==> src/rtl/fir_pkg.sv <==
// rtl/fir_pkg.sv - shared FIR widths and the round/shift/saturate helper
package fir_pkg;

    localparam int FIR_IN_W  = 32;
    localparam int FIR_OUT_W = 16;
    localparam int RS_W      = 64;

    typedef struct packed {
        logic signed [RS_W-1:0] value;
        logic                   sat;
    } rs_t;

    // Operates on a 64-bit sign-extended sample so the rounding add can never wrap.
    function automatic rs_t round_sat(input logic signed [RS_W-1:0] x,
                                      input int shift,
                                      input int out_w);
        logic signed [RS_W-1:0] r;
        logic signed [RS_W-1:0] hi;
        logic signed [RS_W-1:0] lo;
        rs_t res;
        r = x;
        if (shift > 0) begin
            r = r + (64'sd1 <<< (shift - 1));
        end
        r  = r >>> shift;
        hi = (64'sd1 <<< (out_w - 1)) - 64'sd1;
        lo = -(64'sd1 <<< (out_w - 1));
        res.sat = 1'b0;
        if (r > hi) begin
            r       = hi;
            res.sat = 1'b1;
        end else if (r < lo) begin
            r       = lo;
            res.sat = 1'b1;
        end
        res.value = r;
        return res;
    endfunction

endpackage

==> src/rtl/fir_sfifo.sv <==
// rtl/fir_sfifo.sv - synchronous first-word-fall-through FIFO with occupancy count
module fir_sfifo #(
    parameter int W     = 16,
    parameter int DEPTH = 8
) (
    input  logic                       clk,
    input  logic                       rst,
    input  logic                       wr_en,
    input  logic [W-1:0]               wr_data,
    input  logic                       rd_en,
    output logic [W-1:0]               rd_data,
    output logic                       empty,
    output logic                       full,
    output logic [$clog2(DEPTH):0]     count
);

    localparam int AW = $clog2(DEPTH);
    localparam int CW = AW + 1;

    logic [W-1:0]  mem [DEPTH];
    logic [AW-1:0] wr_ptr;
    logic [AW-1:0] rd_ptr;
    logic          do_wr;
    logic          do_rd;

    assign empty   = (count == '0);
    assign full    = (count == CW'(DEPTH));
    assign do_rd   = rd_en && !empty;
    // A write into a full FIFO is legal only when the head leaves on the same edge.
    assign do_wr   = wr_en && (!full || do_rd);
    assign rd_data = mem[rd_ptr];

    always_ff @(posedge clk or negedge rst) begin
        if (!rst) begin
            for (int i = 0; i < DEPTH; i++) begin
                mem[i] <= '0;
            end
        end else if (do_wr) begin
            mem[wr_ptr] <= wr_data;
        end
    end

    always_ff @(posedge clk or negedge rst) begin
        if (!rst) begin
            wr_ptr <= '0;
            rd_ptr <= '0;
            count  <= '0;
        end else begin
            if (do_wr) begin
                wr_ptr <= wr_ptr + AW'(1);
            end
            if (do_rd) begin
                rd_ptr <= rd_ptr + AW'(1);
            end
            case ({do_wr, do_rd})
                2'b10:   count <= count + CW'(1);
                2'b01:   count <= count - CW'(1);
                default: count <= count;
            endcase
        end
    end

endmodule

==> src/rtl/fir_out_collector.sv <==
// rtl/fir_out_collector.sv - conditions FIR samples, buffers them and tracks drop/clip statistics
module fir_out_collector
    import fir_pkg::*;
#(
    parameter int IN_W  = FIR_IN_W,
    parameter int OUT_W = FIR_OUT_W,
    parameter int SHIFT = 8,
    parameter int DEPTH = 8
) (
    input  logic                       clk,
    input  logic                       rst,
    input  logic                       in_valid,
    input  logic signed [IN_W-1:0]     y_in,
    output logic                       out_valid,
    output logic signed [OUT_W-1:0]    out_data,
    input  logic                       out_ready,
    output logic [$clog2(DEPTH):0]     count,
    output logic                       overflow,
    output logic [7:0]                 sat_cnt,
    input  logic                       clr_stat
);

    rs_t                     rs;
    logic                    s1_valid;
    logic                    s1_sat;
    logic signed [OUT_W-1:0] s1_data;
    logic                    fifo_empty;
    logic                    fifo_full;
    logic                    pop;
    logic                    push;
    logic                    drop;
    logic                    sat_event;

    always_comb begin
        rs = round_sat(64'(y_in), SHIFT, OUT_W);
    end

    always_ff @(posedge clk or negedge rst) begin
        if (!rst) begin
            s1_valid <= 1'b0;
            s1_sat   <= 1'b0;
            s1_data  <= '0;
        end else begin
            s1_valid <= in_valid;
            if (in_valid) begin
                s1_data <= OUT_W'(rs.value);
                s1_sat  <= rs.sat;
            end
        end
    end

    assign out_valid = !fifo_empty;
    assign pop       = out_valid && out_ready;
    assign push      = s1_valid && (!fifo_full || pop);
    assign drop      = s1_valid && fifo_full && !pop;
    assign sat_event = s1_valid && s1_sat;

    fir_sfifo #(
        .W     (OUT_W),
        .DEPTH (DEPTH)
    ) u_fifo (
        .clk     (clk),
        .rst     (rst),
        .wr_en   (push),
        .wr_data (s1_data),
        .rd_en   (pop),
        .rd_data (out_data),
        .empty   (fifo_empty),
        .full    (fifo_full),
        .count   (count)
    );

    // A set/increment on the same edge as clr_stat takes priority over the clear.
    always_ff @(posedge clk or negedge rst) begin
        if (!rst) begin
            overflow <= 1'b0;
            sat_cnt  <= 8'd0;
        end else begin
            if (drop) begin
                overflow <= 1'b1;
            end else if (clr_stat) begin
                overflow <= 1'b0;
            end
            if (sat_event) begin
                if (clr_stat) begin
                    sat_cnt <= 8'd1;
                end else if (sat_cnt != 8'd255) begin
                    sat_cnt <= sat_cnt + 8'd1;
                end
            end else if (clr_stat) begin
                sat_cnt <= 8'd0;
            end
        end
    end

endmodule

==> config.mk <==
export PLATFORM = sky130hd
export DESIGN_NAME = fir_out_collector
export DESIGN_NICKNAME = d
export VERILOG_FILES = /design/src/rtl/fir_pkg.sv /design/src/rtl/fir_sfifo.sv /design/src/rtl/fir_out_collector.sv
export SDC_FILE = /design/constraint.sdc
export NUM_CORES = 1
export LEC_CHECK = 0
export ABC_AREA = 1
export CAP_MARGIN = 40
export CELL_PAD_IN_SITES_DETAIL_PLACEMENT = 0
export CELL_PAD_IN_SITES_GLOBAL_PLACEMENT = 1
export CORE_MARGIN = 2
export CORE_UTILIZATION = 47
export DETAILED_ROUTE_END_ITERATION = 16
export PLACE_DENSITY_LB_ADDON = 0.1
export SLEW_MARGIN = 10
export SYNTH_ARGS = -nofsm -noshare
export SYNTH_HDL_FRONTEND = slang
export SYNTH_SLANG_ARGS = --single-unit
==> constraint.sdc <==
create_clock -name clk -period 5.98 [get_ports clk]
set_input_delay 1.196 -clock clk [delete_from_list [all_inputs] [get_ports clk]]
set_output_delay 1.196 -clock clk [all_outputs]
set_load 0.05 [all_outputs]
==> results.py <==
metrics = {
    "critical_path": {
        "critPathArrivalTime_ns": 3.13,
        "reg2reg_slack_ns": 3.49,
        "endpoint_kind": "output port",
        "required_ns": 4.78,
        "startpoint_type": "flip-flop",
        "path_max_fanout": 40,
        "crit_type": "flip-flop to output port",
    },
    "timing": {
        "fmax_ghz": 0.2313,
        "worstMarginPinSlew_ns": 0.7641,
        "setup_violations": 0,
        "fin_worst_skew_ns": 0.008514,
        "fin_tns_setup_ns": 0,
        "finalMaxSlewViolations": 0,
        "period_minus_slack_ns": 4.323,
        "finalWorstSetupSlack_ns": 1.657,
        "hold_viol": 0,
        "min_period_over_period_pct": 72.30,
        "slew_headroom_pct": 49.06,
        "rsz0062_at_grt": "false",
    },
    "synthesis": {
        "netlist_instances": 1026,
        "ys_types": 32,
        "synth_area_um2": 8065,
        "yosysSeqAreaShare_pct": 51.19,
        "synth_top_area_share_pct": 51.19,
        "synth_top_cells_by_area": "dfrtp_1 51%, o21ai_0 13%, nand2_1 11%",
        "ys_ff_latch": 165,
        "synth_ff_type": "dfrtp_1",
        "synth_commonest_cells": "236 x nand2_1, 204 x o21ai_0, 177 x nor2_1",
        "yosysWarnings": 0,
        "yosysMostFrequentCell": "nand2_1",
        "yosys.area.top_type": "dfrtp_1",
        "async_flop_share_pct": 100.0,
        "syn_nets": 1071,
        "synth_area_per_cell_um2": 7.861,
        "synth-edff-count": 0,
    },
    "cells_and_area": {
        "fillCellCount": 1647,
        "antennaDiodeCount": 0,
        "drive_gt1_share_pct": 4.912,
        "area_growth_pct": 16.66,
        "fin_area_um2": 9409,
        "final_util_pct": 56.34,
        "nNetsFinal": 1112,
    },
    "clock_tree": {
        "h-tree-depth": 4,
        "cts_tree": "done",
        "clk_latency_ns": 0.42,
        "clkTransAtPathRegs_ns": 0.06,
        "cts_root_buf": "clkbuf_16",
        "cts_setup_buffers": 0,
        "cts_hold_buf": 0,
        "cts_resized": 0,
        "cts.sinks": 165,
        "clock_path_buffers": 2,
        "cts_buffers": 17,
    },
    "die": {
        "coreArea_um2": 16700,
        "io-pin-count": 67,
        "num_rows": 47,
        "die_area_um2": 18220,
        "die_x_um": 135.0,
        "die_h_um": 135.0,
        "start_util_pct": 48.29,
    },
    "placed_design": {
        "place_area_um2": 8817,
        "io_buffers": 59,
        "dp_hpwl_mm": 12.27,
        "dp_slack_ns": 2.055,
        "gp_congestion": 0.9119,
    },
    "flow_run": {
        "cap_violations": 0,
    },
    "route": {
        "dr.first_iter.drc_count": 499,
        "routedWlPerCell_um": 15.09,
        "avgViaCountPerCell": 5.179,
        "antenna_left": 0,
        "wirelength_mm": 19.61,
        "first_pass_iters": 5,
        "vias": 6727,
        "drc": 0,
    },
    "global_routing": {
        "antenna_found_initial": 0,
        "grt_pass1_wl_mm": 33.11,
        "grt_max_degree": 68,
        "overflow": 0,
        "grt.total_usage_pct": 23.26,
        "grt_pass1_vias": 6407,
    },
    "power_and_ir_drop": {
        "ir_drop_mv": 0.2849,
        "p_per_area_nw_per_um2": 552.2,
        "leakage_nw": 4.309,
    },
    "outcome": {
        "status": "completed",
    },
    "worst_hold_path": {
        "hold_class": "flip-flop to flip-flop",
    },
}
## final timing paths
check                                 startpoint              end  cells after the start
worst max-delay path            u_fifo.rd_ptr[0]      out_data[6]                      7
worst min-delay path             u_fifo.mem[109]  u_fifo.mem[109]                      2
worst max register to register   u_fifo.count[1]  u_fifo.count[3]                     14
worst min register to register   u_fifo.mem[109]  u_fifo.mem[109]                      2
max in group asynchronous                    rst   u_fifo.mem[27]                      2
min in group asynchronous                    rst  u_fifo.mem[113]                      1
## registers in the layout, indices dropped and copies added (netlist names)
name / cells
s1_sat: 1
u_fifo.mem: 128
overflow: 1
s1_valid: 1
u_fifo.rd_ptr: 3
u_fifo.wr_ptr: 3
u_fifo.count: 4
s1_data: 16
sat_cnt: 8
## cells in the final DEF (no fill, tap or decap), types with 10 or more instances in the layout
master / synthesis / layout
buf_4: 0 / 15
nand3_1: 17 / 17
o21ai_0: 204 / 204
a31oi_1: 17 / 17
nand2_1: 236 / 236
dfrtp_1: 165 / 164
clkdlybuf4s50_1: 0 / 58
nor2_1: 177 / 177
clkbuf_16: 0 / 17
inv_1: 61 / 60
o22ai_1: 16 / 16
nand4_1: 10 / 10
a21oi_1: 22 / 22
xor2_1: 13 / 13
## per-stage QoR
step	total power, mW	hold slack (ns)	cells
floorplan	3.435	0.4478	1026
global placement	4.100	0.4605	1268
detailed placement	4.133	0.4677	1268
CTS	5.246	0.4821	1299
global route	5.615	0.4984	1299
finish	5.196	0.4775	1299
## critical path: stages, from the launching register on
cell and delay [ns]:
dfrtp_2 0.40, clkinv_1 0.39, buf_4 0.48, o21ai_0 0.13
o22ai_1 0.16, nor2_1 0.06, a31oi_1 0.22, clkdlybuf4s50_1 0.86
## power by group
| part | leakage [nW] | internal (mW) | switching [mW] |
|---|---|---|---|
| clock | 0.282 | 0.674 | 0.420 |
| combinational | 2.00 | 0.763 | 1.51 |
| sequential | 2.02 | 1.58 | 0.248 |
| total | 4.31 | 3.02 | 2.18 |
## kinds of logic after synthesis
logic type      Yosys count  synth area share (%)
flops                   165                 51.19
xor+xnor                 21                 2.281
simple gates            454                 22.28
buf+inv                 113                 5.678
fa+ha+maj                 8                 1.334
compound gates          265                 17.24
## layer usage
metal / part of all wire [%] / track usage [%] / routed length, um
met1: 47 / 32.06 / 9290
met2: 48 / 38.52 / 9378
met3: 3.6 / 3.716 / 707
met4: 1.2 / 6.250 / 231
met5: 0 / 0 / 0
## final cells by class
type	count	area, um2	share of cell area (%)
clock buffer	22	464.2	4.934
clock inverter	9	127.6	1.356
inverter	61	229.0	2.434
multi-input combinational	748	3478	36.97
sequential	165	4130	43.90
tap	220	275.3	2.926
timing repair buffer	74	704.4	7.487
Power figures use the tool's default switching activity.
